[config.mk]
export PLATFORM = sky130hd
export DESIGN_NAME = calc_ctrl
export DESIGN_NICKNAME = d
export VERILOG_FILES = /design/src/rtl/calc_pkg.sv /design/src/rtl/calc_operand_entry.sv /design/src/rtl/calc_ctrl.sv
export SDC_FILE = /design/constraint.sdc
export NUM_CORES = 1
export LEC_CHECK = 0
export BUFFER_PORTS_ARGS = -buffer_cell sky130_fd_sc_hd__buf_4
export CAP_MARGIN = 0
export CORE_UTILIZATION = 40
export DETAILED_ROUTE_END_ITERATION = 6
export MAX_ROUTING_LAYER = met4
export PLACE_DENSITY_LB_ADDON = 0.15
export SYNTH_ARGS = -nofsm -noshare
export SYNTH_HDL_FRONTEND = slang
export SYNTH_HIERARCHICAL = 1
export SYNTH_SLANG_ARGS = --single-unit
[constraint.sdc]
create_clock -name clk -period 4.3 [get_ports clk]
set_input_delay 0.43 -clock clk [delete_from_list [all_inputs] [get_ports clk]]
set_output_delay 0.43 -clock clk [all_outputs]
set_load 0.02 [all_outputs]
[src/rtl/calc_pkg.sv]
// calc_pkg: key codes, FSM state encoding and display constants shared by the calculator controller.
package calc_pkg;
  localparam logic [3:0] KEY_DIG_MAX = 4'd9;
  localparam logic [3:0] KEY_EQ      = 4'hA;
  localparam logic [3:0] KEY_AC      = 4'hB;
  localparam logic [3:0] KEY_OP_MIN  = 4'hC;
  localparam logic [2:0] ST_ENTER_A  = 3'd0;
  localparam logic [2:0] ST_ENTER_B  = 3'd1;
  localparam logic [2:0] ST_WAIT     = 3'd2;
  localparam logic [2:0] ST_SHOW_RES = 3'd3;
  localparam logic [2:0] ST_ERROR    = 3'd4;
  localparam logic [3:0] ERR_NIB     = 4'hE;
  function automatic int ndig(input int width);
    return width / 4;
  endfunction
endpackage

[src/rtl/calc_operand_entry.sv]
// calc_operand_entry: one BCD operand register built by shifting in digits, with clear and parallel load.
module calc_operand_entry
  import calc_pkg::*;
#(
  parameter int WIDTH = 16,
  localparam int CW = $clog2(ndig(WIDTH) + 1)
) (
  input  logic             clk,
  input  logic             reset,
  input  logic             shift_i,
  input  logic             clr_i,
  input  logic             load_i,
  input  logic [3:0]       digit_i,
  input  logic [WIDTH-1:0] load_val_i,
  output logic [WIDTH-1:0] val_o,
  output logic [CW-1:0]    cnt_o,
  output logic             full_o
);
  localparam logic [CW-1:0] NFULL = CW'(ndig(WIDTH));
  logic [WIDTH-1:0] val_q, val_d;
  logic [CW-1:0]    cnt_q, cnt_d;
  assign val_o  = val_q;
  assign cnt_o  = cnt_q;
  assign full_o = cnt_q == NFULL;
  // clear together with shift starts a fresh entry holding that one digit
  always_comb begin
    val_d = val_q;
    cnt_d = cnt_q;
    if (clr_i) begin
      val_d = shift_i ? WIDTH'(digit_i) : '0;
      cnt_d = shift_i ? CW'(1) : '0;
    end else if (load_i) begin
      val_d = load_val_i;
      cnt_d = '0;
    end else if (shift_i && !full_o && (val_q != '0 || digit_i != 4'd0)) begin
      val_d = {val_q[WIDTH-5:0], digit_i};
      cnt_d = cnt_q + 1'b1;
    end
  end
  always_ff @(posedge clk) begin
    if (reset) begin
      val_q <= '0;
      cnt_q <= '0;
    end else begin
      val_q <= val_d;
      cnt_q <= cnt_d;
    end
  end
endmodule

[src/rtl/calc_ctrl.sv]
// calc_ctrl: keypad calculator controller; builds BCD operands, chains operations and drives a start/done ALU.
module calc_ctrl
  import calc_pkg::*;
#(
  parameter int WIDTH       = 16,
  parameter int ALU_TIMEOUT = 64
) (
  input  logic             clk,
  input  logic             reset,
  input  logic             key_valid,
  input  logic [3:0]       key_code,
  output logic             key_busy,
  output logic [WIDTH-1:0] alu_a,
  output logic [WIDTH-1:0] alu_b,
  output logic [3:0]       alu_op,
  output logic             alu_start,
  input  logic             alu_done,
  input  logic [WIDTH-1:0] alu_result,
  input  logic             alu_err,
  output logic [WIDTH-1:0] display,
  output logic [2:0]       state,
  output logic             err
);
  localparam int NDIG = ndig(WIDTH);
  localparam int CW   = $clog2(NDIG + 1);
  localparam int TW   = $clog2(ALU_TIMEOUT + 1);
  localparam logic [TW-1:0] TMAX = TW'(ALU_TIMEOUT);
  logic [2:0]       state_q, state_d;
  logic [3:0]       op_q, op_d, pend_q, pend_d;
  logic             ret_b_q, ret_b_d, start_q, start_d;
  logic [TW-1:0]    tmo_q, tmo_d;
  logic [WIDTH-1:0] hold_q, a_val, b_val, live;
  logic [CW-1:0]    a_cnt_unused, b_cnt;
  logic             a_full, b_full;
  logic             a_sh, a_clr, a_ld, b_sh, b_clr;
  logic             is_dig, is_eq, is_ac, is_op;
  assign is_dig = key_code <= KEY_DIG_MAX;
  assign is_eq  = key_code == KEY_EQ;
  assign is_ac  = key_code == KEY_AC;
  assign is_op  = key_code >= KEY_OP_MIN;
  calc_operand_entry #(.WIDTH(WIDTH)) u_a (
    .clk(clk), .reset(reset), .shift_i(a_sh), .clr_i(a_clr), .load_i(a_ld), .digit_i(key_code),
    .load_val_i(alu_result), .val_o(a_val), .cnt_o(a_cnt_unused), .full_o(a_full)
  );
  calc_operand_entry #(.WIDTH(WIDTH)) u_b (
    .clk(clk), .reset(reset), .shift_i(b_sh), .clr_i(b_clr), .load_i(1'b0), .digit_i(key_code),
    .load_val_i('0), .val_o(b_val), .cnt_o(b_cnt), .full_o(b_full)
  );
  always_comb begin
    state_d = state_q;
    op_d    = op_q;
    pend_d  = pend_q;
    ret_b_d = ret_b_q;
    start_d = 1'b0;
    tmo_d   = state_q == ST_WAIT ? tmo_q + 1'b1 : '0;
    a_sh    = 1'b0;
    a_clr   = 1'b0;
    a_ld    = 1'b0;
    b_sh    = 1'b0;
    b_clr   = 1'b0;
    case (state_q)
      ST_ENTER_A: if (key_valid) begin
        a_sh  = is_dig && !a_full;
        a_clr = is_ac;
        b_clr = is_op;
        op_d    = is_op ? key_code : op_q;
        state_d = is_op ? ST_ENTER_B : ST_ENTER_A;
      end
      ST_ENTER_B: if (key_valid) begin
        b_sh = is_dig && !b_full;
        // an operator after B digits chains: run the old op now, apply the new one on return
        if (is_eq || (is_op && b_cnt != '0)) begin
          start_d = 1'b1;
          state_d = ST_WAIT;
          ret_b_d = is_op;
          pend_d  = key_code;
        end else if (is_op) begin
          op_d = key_code;
        end else if (is_ac) begin
          b_clr   = 1'b1;
          a_clr   = b_cnt == '0;
          state_d = b_cnt == '0 ? ST_ENTER_A : ST_ENTER_B;
        end
      end
      ST_WAIT: begin
        // a done coincident with start belongs to no operation of ours
        if (alu_done && !start_q) begin
          state_d = alu_err ? ST_ERROR : ret_b_q ? ST_ENTER_B : ST_SHOW_RES;
          a_ld    = !alu_err;
          b_clr   = !alu_err && ret_b_q;
          op_d    = !alu_err && ret_b_q ? pend_q : op_q;
        end else if (tmo_q == TMAX) begin
          state_d = ST_ERROR;
        end
      end
      ST_SHOW_RES: if (key_valid) begin
        a_clr   = is_dig || is_ac;
        a_sh    = is_dig;
        b_clr   = !is_eq;
        start_d = is_eq;
        ret_b_d = 1'b0;
        op_d    = is_op ? key_code : op_q;
        state_d = is_eq ? ST_WAIT : is_op ? ST_ENTER_B : ST_ENTER_A;
      end
      ST_ERROR: if (key_valid && is_ac) begin
        a_clr   = 1'b1;
        b_clr   = 1'b1;
        state_d = ST_ENTER_A;
      end
      default: state_d = ST_ENTER_A;
    endcase
  end
  assign live = state_q == ST_ERROR ? {NDIG{ERR_NIB}} :
                state_q == ST_ENTER_B ? (b_cnt == '0 ? WIDTH'(op_q) : b_val) : a_val;
  assign display   = state_q == ST_WAIT ? hold_q : live;
  assign key_busy  = state_q == ST_WAIT;
  assign err       = state_q == ST_ERROR;
  assign state     = state_q;
  assign alu_a     = a_val;
  assign alu_b     = b_val;
  assign alu_op    = op_q;
  assign alu_start = start_q;
  always_ff @(posedge clk) begin
    if (reset) begin
      state_q <= ST_ENTER_A;
      op_q    <= '0;
      pend_q  <= '0;
      ret_b_q <= 1'b0;
      start_q <= 1'b0;
      tmo_q   <= '0;
      hold_q  <= '0;
    end else begin
      state_q <= state_d;
      op_q    <= op_d;
      pend_q  <= pend_d;
      ret_b_q <= ret_b_d;
      start_q <= start_d;
      tmo_q   <= tmo_d;
      hold_q  <= display;
    end
  end
endmodule

=== Word-level counts from Yosys, hierarchy flattened ===
Index checks and enable logic that the tools add are counted.
W data, S select, Z words.

* Flip-flop bits (word level): 74
* Input bits: 25
* Output and inout bits: 58
* Word-level logic and storage cells: 144

* $add $sub $neg: 3
* $lt $le $gt $ge: 2
* Equality and inequality tests: 21
* Multiplexer cells: 71
* Bitwise logic cells: 1
* Reductions and logical operators: 35

{| class="wikitable"
|+ Operator list
! cell !! number
|-
| $mux W16 || 9
|-
| $mux W3 || 15
|-
| $mux W4 || 8
|-
| $reduce_bool A16 Y1 || 2
|-
| $mux W1 || 30
|-
| $pmux W3 S5 || 1
|-
| $pmux W4 S3 || 1
|-
| $logic_and A1 B1 Y1 || 10
|-
| $ne A2 B2 Y1 const B || 5
|-
| $eq A3 B3 Y1 const B || 3
|-
| $reduce_bool A3 Y1 || 3
|-
| $eq A4 B4 Y1 const B || 2
|-
| $ne A2 B1 Y1 const B || 4
|-
| $add A7 B1 Y7 const B || 1
|-
| $eq A7 B7 Y1 const B || 1
|-
| $reduce_and A7 Y1 || 1
|-
| $add A3 B1 Y3 const B || 2
|-
| $eq A3 B2 Y1 const B || 2
|-
| $logic_not A3 Y1 || 2
|-
| $ne A3 B3 Y1 const B || 2
|-
| $pmux W1 S2 || 3
|-
| $reduce_and A6 Y1 || 1
|-
| $logic_not A1 Y1 || 5
|-
| $pmux W1 S5 || 1
|-
| 13 further kinds || 19
|}

=== Depth between registers and ports, before layout ===
Gate-level depths: netlist of the first run.

* Depth after elaboration: 10
* Depth in mapped cells: 11

=== Cells and area by module ===
The synthesis of the first run kept the hierarchy.

{| class="wikitable"
|+ By module, submodules not included
! module !! instances !! cells each !! area an instance (µm²) !! sequential area each (µm²)
|-
| calc_operand_entry || 2 || 142 || 1,244.9 || 380.4
|-
| calc_ctrl || 1 || 282 || 2,200.9 || 720.7
|}

=== Least setup slack after synthesis of the first run ===
OpenSTA, ideal clock, no wires.

* Path type: reg-to-reg
* From: reg state_q[0], in the netlist state[0]
* To: reg u_b.val_q[10], in the netlist u_b/val_o[10]
* Arrival: 2.838 ns
* Required time: 4.228 ns
* Path slack: 1.390 ns
* Stages on the path, launching flop included: 8
* Buffers on the path: 1
* Clock period less this slack: 2.910 ns
* Cells stage by stage: dfxtp_1 clkbuf_1 or3b_2 nor4_1 a21boi_2 nand2b_1 a21boi_2 mux2i_1

* Cells in the longest elaborated chain, start to end: 5

{| class="wikitable"
|+ Ends and longest elaborated chain
! item !! RTL line !! source
|-
| start, declared || calc_ctrl.sv:28 || <nowiki>logic [2:0] state_q, state_d;</nowiki>
|-
| start signal, assigned || calc_ctrl.sv:133 || <nowiki>state_q <= state_d;</nowiki>
|-
| $eq A3 B1 Y1 || calc_ctrl.sv:61 || <nowiki>case (state_q)</nowiki>
|-
| $mux W1 || calc_ctrl.sv:61 ||
|-
| net b_sh || calc_ctrl.sv:35 || <nowiki>logic a_sh, a_clr, a_ld, b_sh, b_clr;</nowiki>
|-
| $logic_and A1 B1 Y1 (2 in a row) || calc_operand_entry.sv:35 || <nowiki>end else if (shift_i && !full_o && (val_q != '0 || digit_i != 4'd0)) begin</nowiki>
|-
| $reduce_bool A2 Y1 (no line) || n/a ||
|-
| end signal, assigned || calc_operand_entry.sv:45 || <nowiki>val_q <= val_d;</nowiki>
|-
| end, declared || calc_operand_entry.sv:20 || <nowiki>logic [WIDTH-1:0] val_q, val_d;</nowiki>
|}

The timed path passes the listed nets, and every way through them passes these cells.
A chain may end at the register's enable or synchronous reset.

=== Worst setup path after layout of the first run ===
* From: reg state_q[0], in the netlist state[0]
* To: reg u_b.val_q[3], in the netlist u_b/val_o[3]

* Cells in the longest elaborated chain, start to end: 5

{| class="wikitable"
|+ Ends and longest elaborated chain
! item !! RTL line
|-
| $eq A3 B1 Y1 * || calc_ctrl.sv:61
|-
| $mux W1 * || calc_ctrl.sv:61
|-
| net b_sh || calc_ctrl.sv:35
|-
| $logic_and A1 B1 Y1 (2 in a row) || calc_operand_entry.sv:35
|-
| $reduce_bool A2 Y1 (no line) || n/a
|}

The timed path passes the listed nets; every way through them passes the cells marked *.

==> out/results.ini, run 1 <==
[synth]
synth-seq-cells=74
ys_top_cells_by_area=dfxtp_1, mux2i_1, mux2_2
synth-warning-count=6
synthFlopType=dfxtp_1
avgSynthCellArea_um2=8.288
synth.top_cell.area_share_pct=31.58
synthesis.area_mm2=0.004691
synth_top_cell_by_area=dfxtp_1
synthArstFlopShare_pct=0
synth_edf_count=0
synth-seq-area-share_pct=31.58
syn_inst=566
synthDistinctLibCells=63

[detailed_routing]
vias=4466
ant_nets=0
first_pass_iters=5
drc=0
drt-initial-drc-count=324
avgViaCountPerCell=5.646
post_drt_wl_per_cell_um=16.64
routed_wl_um=13160

[timing]
finalCritPeriodShare_pct=81.08
slew_violations=0
rsz0062_at_grt=no
whs_ps=427.7
fmax_mhz=286.8
min_period_ps=3486
tns_ps=0
hold_viol_final=0
tightest_slew_ps=1026
slew-limit-headroom_pct=30.95
fin_skew_ps=7.671
setup_viol=0

[job]
drv_cap=0

[pwr]
leakagePower_nw=2.439
peakVddDrop_mv=0.2105
power.density_mw_per_mm2=345.2

[final_layout]
antennaDiodeCount=0
layout_common_cells=buf_4, dfxtp_1, nand2_1, mux2i_1, nor2_1
layout-drive-gt1-share_pct=23.15
areaGrowthSynthToFinish_pct=22.17
final_common_cell=buf_4
fin_nets=674
utilization_pct=50.19
fin_cells=791
fillers=1114

[run_status]
status=finished clean

[global_routing]
grt_pass1_vias=4122
grt_pass1_wl_um=21020
grt_max_degree=75
gr-total-overflow=0
antenna_found_initial=0
grt.total_usage_pct=23.27

[floorplan]
die_w_um=110.3
die_height_um=110.3
ios=83
rows=39
core_mm2=0.01142
dieArea_mm2=0.01216
initial_core_util_pct=41.08

[critical_path]
rr_worst_depth=6
worstSetupStartpointType=flop
r2r_start=state[0]
rrSetupSlack_ps=810
path_class=flop to flop
cp_max_fo=27
critPathCaptureType=flop
cp.required_ps=4550
cp_data_arrival_time_ps=3740
r2r_end=u_b/val_o[3]

[cts]
root_buffer=clkbuf_16
clkSinkCount=74
hold_buffers=0
cts_tree=yes
worstSkewPairLatency_ps=340
numCtsBuffers=9
cts_resized=0
post_cts_buffers=0
path_clk_slew_ps=60
clk_path_buf_depth=2
htreeDepth=3

[placement]
portBuffers=82
dp.cells=775
globalplace.congestion=0.8489
place_hpwl_um=9263

[hold_path]
hold_path_class=input port to flop
hold_end=alu_start
min_from=key_valid
hold_path_depth=3

[through the flow]
stage | instance area [um^2] | total power [mW] | worst slack, ps
floorplan | 4751 | 1.015 | 1390
global placement | 5391 | 1.135 | 1030
detailed placement | 5391 | 1.142 | 866.1
CTS | 5731 | 1.993 | 873.5
global route | 5731 | 2.063 | 550.8
finish | 5731 | 1.978 | 813.6
[cells by family after synthesis]
logic type / after synthesis / synth area share (%)
AO/OA/AOI/OAI: 126 / 17.98
AND/OR/NAND/NOR: 238 / 28.11
XOR/XNOR: 6 / 1.120
other: 1 / 0.07994
buffers and inverters: 50 / 5.041
multiplexers: 65 / 14.48
adder cells (fa/ha/maj): 6 / 1.600
flip-flops: 74 / 31.58
[per-layer routing]
metal  part of all wire, %  up-vias  track usage, %  routed length, um
met4                   2.3        0           10.90                306
met1                    47     2119           29.91               6130
met2                    46      141           35.58               6066
met5                     0        -               -                  0
met3                   5.0       27           3.821                659
li1                      -     2179               -                  -
[state kept, by name, summed over array words and instances, names as in the netlist]
name,count
pend_q,4
alu_op,4
state,3
u_a/cnt_o,3
ret_b_q,1
u_b/val_o,16
hold_q,16
u_a/val_o,16
u_b/cnt_o,3
tmo_q,7
alu_start,1
[final cells by class]
type	count	area (um^2)	area share [%]
inverters	14	52.55	0.9170
clock buffers	12	266.5	4.651
repair buffers	86	645.6	11.27
well taps	143	178.9	3.122
multi-input cells	458	3033	52.93
clock inverters	4	72.57	1.266
flip-flops and latches	74	1481	25.85
[where the power goes]
group	switching (mW)	leakage [nW]	internal, mW	total [mW]
clock	0.292	0.165	0.554	0.846
sequential	0.0490	0.601	0.715	0.764
combinational	0.208	1.67	0.161	0.368
[how the worst max path moves through the flow]
| stage | startpoint | endpoint | slack (ps) | cells after the start |
|---|---|---|---|---|
| after floorplan | state[0] | u_b/val_o[10] | 1390 | 7 |
| after global placement | state[0] | u_b/val_o[3] | 1030 | 6 |
| after detailed placement | state[0] | u_b/val_o[3] | 870 | 6 |
| after CTS | state[0] | u_b/val_o[3] | 870 | 6 |
| after global routing | state[0] | u_b/val_o[3] | 550 | 6 |
| final | state[0] | u_b/val_o[3] | 810 | 6 |
[cell usage after synthesis (all sizes together), types with 6 or more instances]
library cell  number
dfxtp             74
nand2             50
mux2i             42
nor2              41
a21oi             33
nor2b             30
nand2b            29
nand3             26
o21ai             26
clkbuf            24
mux2              23
nor4              15
inv               14
buf               12
o22ai             12
a211oi             9
a31oi              8
or3                8
nor3               7
ha                 6
o21a               6
[critical path: stages, from the launching register on]
cell      delay, ps
dfxtp_1         850
or3b_2          560
nor4_1          850
a21boi_2        430
nand2b_1        180
o21ai_2         240
a211oi_1        290
Note: power is estimated with default switching activity, not from simulation.
==> run 2: changes to the inputs <==
Clock period 4.3 ns to 3.3 ns, I/O delays scaled along.
==> run 2 against run 1 <==
  * Power rose by 24%
  * Via count fell by 1.5%
  * Fmax rose by 20%
  * Setup slack got worse by 410 ps
  * Register-to-register slack got worse by 410 ps
  * Clock skew rose by 0.64 ps
  * Clock power rose by 15%
  * Clock-buffer cell count rose by 1
==> out/results.ini, run 2 (synthesis gave the netlist of run 1 again) <==
[detailed_routing]
routed_wl_um=13230
drc=0
wl_met2_um=6098
dr.max_layer_used=met4
avgViaCountPerCell=5.521
wl_met1_um=6437
vias=4400
ant_nets=0
first_pass_iters=4
drt-initial-drc-count=319
post_drt_wl_per_cell_um=16.60
route.met3.wl_um=500

[placement]
globalplace.congestion=0.8505
place_ws_ps=492.2
place_hpwl_um=9472
portBuffers=82

[pwr]
p_comb_share_pct=20.1
internal_power_mw=1.737
switchingPower_mw=0.7146
power_frac_clock_pct=39.5
p_seq_share_pct=40.4
swShare_pct=29.15
peakVddDrop_mv=0.2605
leakagePower_nw=2.453
power.density_mw_per_mm2=427.2

[final_layout]
layout-drive-gt1-share_pct=23.85
areaGrowthSynthToFinish_pct=22.33
layout_common_cells=buf_4, dfxtp_1, nand2_1, mux2i_1, nor2_1
fillers=1135
fin_nets=680
antennaDiodeCount=0
final_common_cell=buf_4

[critical_path]
cp.required_ps=3570
path_class=flop to flop
r2r_end=u_b/val_o[10]
cp_max_fo=21
rrSetupSlack_ps=400
path_cells=or3b_4, nor2_1, a32oi_1, o41ai_1, buf_4, or2_1, nor3_4, a21boi_2, mux2i_1
rr_worst_depth=9
critPathCaptureType=flop
critPathMaxStageDelay_ps=740
cp_data_arrival_time_ps=3170
worstSetupStartpointType=flop
crit_slowest_cell=dfxtp_1
r2r_start=state[1]

[timing]
slew_violations=0
fin_skew_ps=8.308
tightest_slew_ps=857.0
min_period_ps=2899
finalCritPeriodShare_pct=87.84
whs_ps=316.1
timing.final.ws_setup_ps=401.3
tns_ps=0
slew-limit-headroom_pct=42.65
hold_viol_final=0
rsz0062_at_grt=no
setup_viol=0
fmax_mhz=345.0

[cts]
htreeDepth=3
cts_resized=0
post_cts_buffers=0
clk_path_buf_depth=2
numCtsBuffers=9
root_buffer=clkbuf_16
hold_buffers=0
cts_tree=yes
path_clk_slew_ps=60
clkSinkCount=74
worstSkewPairLatency_ps=340

[global_routing]
grt.total_usage_pct=23.22
grt_max_degree=75
grt_pass1_wl_um=21070
grt_pass1_vias=4098
antenna_found_initial=0
gr-total-overflow=0

[floorplan]
die_w_um=110.3
dieArea_mm2=0.01216
initial_core_util_pct=41.08
core_mm2=0.01142
ios=83
rows=39
die_height_um=110.3

[job]
drv_cap=0

[hold_path]
min_from=key_valid
hold_end=alu_start
hold_path_class=input port to flop
hold_path_depth=3

[run_status]
status=finished clean

run 2: cell count changes in the layout (fill, tap and decap cells not counted):
cell	previous run	this run
buf_4	86	92
bufinv_16	2	0
clkbuf_8	3	4
clkinv_4	0	1
run 2: through the flow:
stage               area [um^2]  utilization, %  power (mW)  std cells
floorplan                  4751               -       1.323        582
global placement           5436           47.61       1.485        781
detailed placement         5436           47.61       1.493        781
CTS                        5738           50.25       2.471        797
global route               5738           50.25       2.560        797
finish                     5738           50.25       2.451        797
run 2: worst max-delay path, delay by kind of cell, from the launching register on:
family	cells	cell delay, ps
mux	1	210
simple gates	4	1190
compound gates	3	440
buf+inv	1	250
flops	1	740
run 2: area by class of cell:
type / instances / area, um^2 / area share [%]
Multi-Input combinational cell: 458 / 3033 / 52.86
Sequential cell: 74 / 1481 / 25.82
Timing Repair Buffer: 92 / 690.7 / 12.04
Clock buffer: 13 / 280.3 / 4.884
Tap cell: 143 / 178.9 / 3.118
Inverter: 14 / 52.55 / 0.9158
Clock inverter: 3 / 21.27 / 0.3707
run 2: metal layers:
layer / vias up / global-route usage (%)
li1: 2183 / -
met1: 2084 / 30.66
met2: 119 / 36.16
met3: 14 / 3.645
met4: 0 / 7.707
met5: - / -
run 2: worst max-delay path by stage:
stage                         from            end  slack (ps)
final                     state[1]  u_b/val_o[10]         400
after global routing      state[1]   u_b/val_o[0]         210
after CTS                 state[1]   u_b/val_o[0]         460
after detailed placement  state[1]   u_b/val_o[0]         490
after global placement    state[1]  u_b/val_o[10]         580
after floorplan           state[0]  u_b/val_o[10]         390
run 2: power by group through the flow:
stage | Clock (mW) | Combinational (mW) | Sequential [mW]
after floorplan | 0 | 0.303 | 1.02
after global placement | 0 | 0.478 | 1.01
after detailed placement | 0 | 0.485 | 1.01
after CTS | 0.995 | 0.487 | 0.989
after global routing | 1.03 | 0.535 | 0.997
final | 0.969 | 0.492 | 0.990
==> run 3: changes to the inputs <==
Settings changed: SYNTH_HIERARCHICAL 1 to default.
==> run 3 against run 2 <==
  * Sequential power fell by 3.1%
  * Sequential cell count did not move
  * Via count fell by 12%
  * Clock power fell by 17%
  * Core utilization fell by 1.2 points
  * Sequential share of layout area rose by 3.7 points
  * Worst hold slack got worse by 67 ps
  * Register-to-register slack improved by 530 ps
  * Synthesized cell count fell by 14%
  * Global-route usage rose by 0.27 points
  * Critical path depth fell by 3
  * Critical path type is now flop to primary output
==> out/results.ini, run 3 <==
[final_layout]
layout_common_cells=buf_4, dfxtp_1, nor2_1, a21oi_1, mux2i_1
areaGrowthSynthToFinish_pct=19.42
final_common_cell=buf_4
antennaDiodeCount=0
fin_cells=687
fin_nets=577
layout-drive-gt1-share_pct=24.86

[detailed_routing]
routed_wl_um=12190
avgViaCountPerCell=5.620
drt-initial-drc-count=282
first_pass_iters=4
drc=0
vias=3861
post_drt_wl_per_cell_um=17.74
ant_nets=0

[critical_path]
cp_data_arrival_time_ps=2380
cp_max_fo=19
worstSetupStartpointType=flop
critPathCaptureType=primary output
rr_worst_depth=7
cp.required_ps=2970
path_class=flop to primary output

[cts]
root_buffer=clkbuf_8
hold_buffers=0
clk_path_buf_depth=2
post_cts_buffers=0
numCtsBuffers=9
worstSkewPairLatency_ps=360
htreeDepth=3
cts_tree=yes
clkSinkCount=74
path_clk_slew_ps=80
cts_resized=0

[synth]
syn-num-nets=517
synthDistinctLibCells=71
synth-warning-count=0
synth.most_common_cell=dfxtp_1
synth-seq-area-share_pct=35.26
synthesis.area_mm2=0.004202
synthArstFlopShare_pct=0
ys_top_cells_by_area=dfxtp_1, mux2i_1, nor2_1
synth_edf_count=0
synth.top_cell.area_share_pct=35.26
synthFlopType=dfxtp_1
avgSynthCellArea_um2=8.645
syn_inst=486
synth-seq-cells=74
synth_top_cell_by_area=dfxtp_1
synthTopCellsByCount=dfxtp_1, nor2_1, a21oi_1, mux2i_1, nand2_1

[floorplan]
ios=83
dieArea_mm2=0.01092
core_mm2=0.01023
die_w_um=104.5
initial_core_util_pct=41.07
rows=37
die_height_um=104.5

[pwr]
switchingPower_mw=0.6160
total_power_mw=2.137
leakagePower_nw=2.124
internal_power_mw=1.521
power_frac_clock_pct=37.5
power.density_mw_per_mm2=426.0
p_comb_share_pct=17.6
peakVddDrop_mv=0.1825
p_seq_share_pct=44.9
swShare_pct=28.82

[timing]
hold_viol_final=0
min_period_ps=2711
fmax_mhz=368.9
slew-limit-headroom_pct=56.53
rsz0062_at_grt=no
tns_ps=0
setup_viol=0
finalCritPeriodShare_pct=82.14
slew_violations=0
fin_skew_ps=8.661
tightest_slew_ps=652.0

[run_status]
status=finished clean

[global_routing]
grt_max_degree=39
antenna_found_initial=0
grt_pass1_vias=3634
grt_pass1_wl_um=19750
gr-total-overflow=0
grt.total_usage_pct=23.49

[placement]
place_hpwl_um=8612
portBuffers=82
dp.cells=671
globalplace.congestion=0.9023

[hold_path]
hold_path_class=input port to flop
hold_path_depth=3

[job]
drv_cap=0

## run 3: cell count changes in the layout (fill, tap and decap cells not counted), sizes merged, moves of 9 or more
cell,previous run,this run
nand2b,29,4
nor2b,30,5
nand2,50,28
conb,17,0
mux2,23,9
o211ai,1,14
and2,4,14
mux2i,42,32
a311oi,0,9
## run 3: final timing paths
check | start | slack, ps | to
min | alu_result[2] | 250 | u_a.val_o[2]
max | state[2] | 590 | display[11]
max reg2reg | state[0] | 930 | u_a.val_o[4]
min reg2reg | pend_q[3] | 460 | pend_q[3]
## run 3: stage by stage
step / worst slack, ps / util [%] / hold WS [ps] / instance area (um^2)
after global routing: 473.6 / 49.04 / 252.6 / 5017
after global placement: 855.7 / 46.90 / 445.8 / 4798
after CTS: 604.6 / 49.04 / 237.7 / 5017
after floorplan: 1006 / - / 425.6 / 4202
after detailed placement: 815.3 / 46.90 / 450.8 / 4798
final: 589.4 / 49.04 / 249.3 / 5017
## run 3: cell type report
class / count / area (um^2)
Clock buffer: 11 / 141.4
Clock inverter: 5 / 77.57
Fill cell: 981 / 5214
Inverter: 14 / 57.56
Multi-Input combinational cell: 356 / 2406
Sequential cell: 74 / 1481
Tap cell: 136 / 170.2
Timing Repair Buffer: 91 / 683.2
## run 3: cells by family after synthesis
logic type	synth area share [%]
muxes	10.13
buffers and inverters	7.564
AOI/OAI and AO/OA	22.31
xor gates and xnor gates	1.667
and+or+nand+nor	21.29
DFF	35.26
adders and majority gates	1.787
## run 3: power by group through the flow
stage / registers, mW / clock network, mW / logic, mW
2_1_floorplan: 0.982 / 0 / 0.238
3_3_place_gp: 0.979 / 0 / 0.369
3_5_place_dp: 0.980 / 0 / 0.375
4_1_cts: 0.959 / 0.817 / 0.376
5_1_grt: 0.963 / 0.859 / 0.408
6_report: 0.959 / 0.801 / 0.377
## run 3: worst max-delay path: stages (launching register included)
cell,delay (ps)
dfxtp_1,410
buf_4,260
or2_2,440
nor2_2,400
a22oi_1,120
mux2i_1,210
buf_4,180
## run 3: per-layer routing
metal  vias to the layer above  GRT usage (%)  share of wire (%)
met1                      1866          33.06                 50
met2                        97          34.11                 44
met4                         0          7.143                1.2
li1                       1887              -                  -
met5                         -              -                  0
met3                        11          4.010                4.7
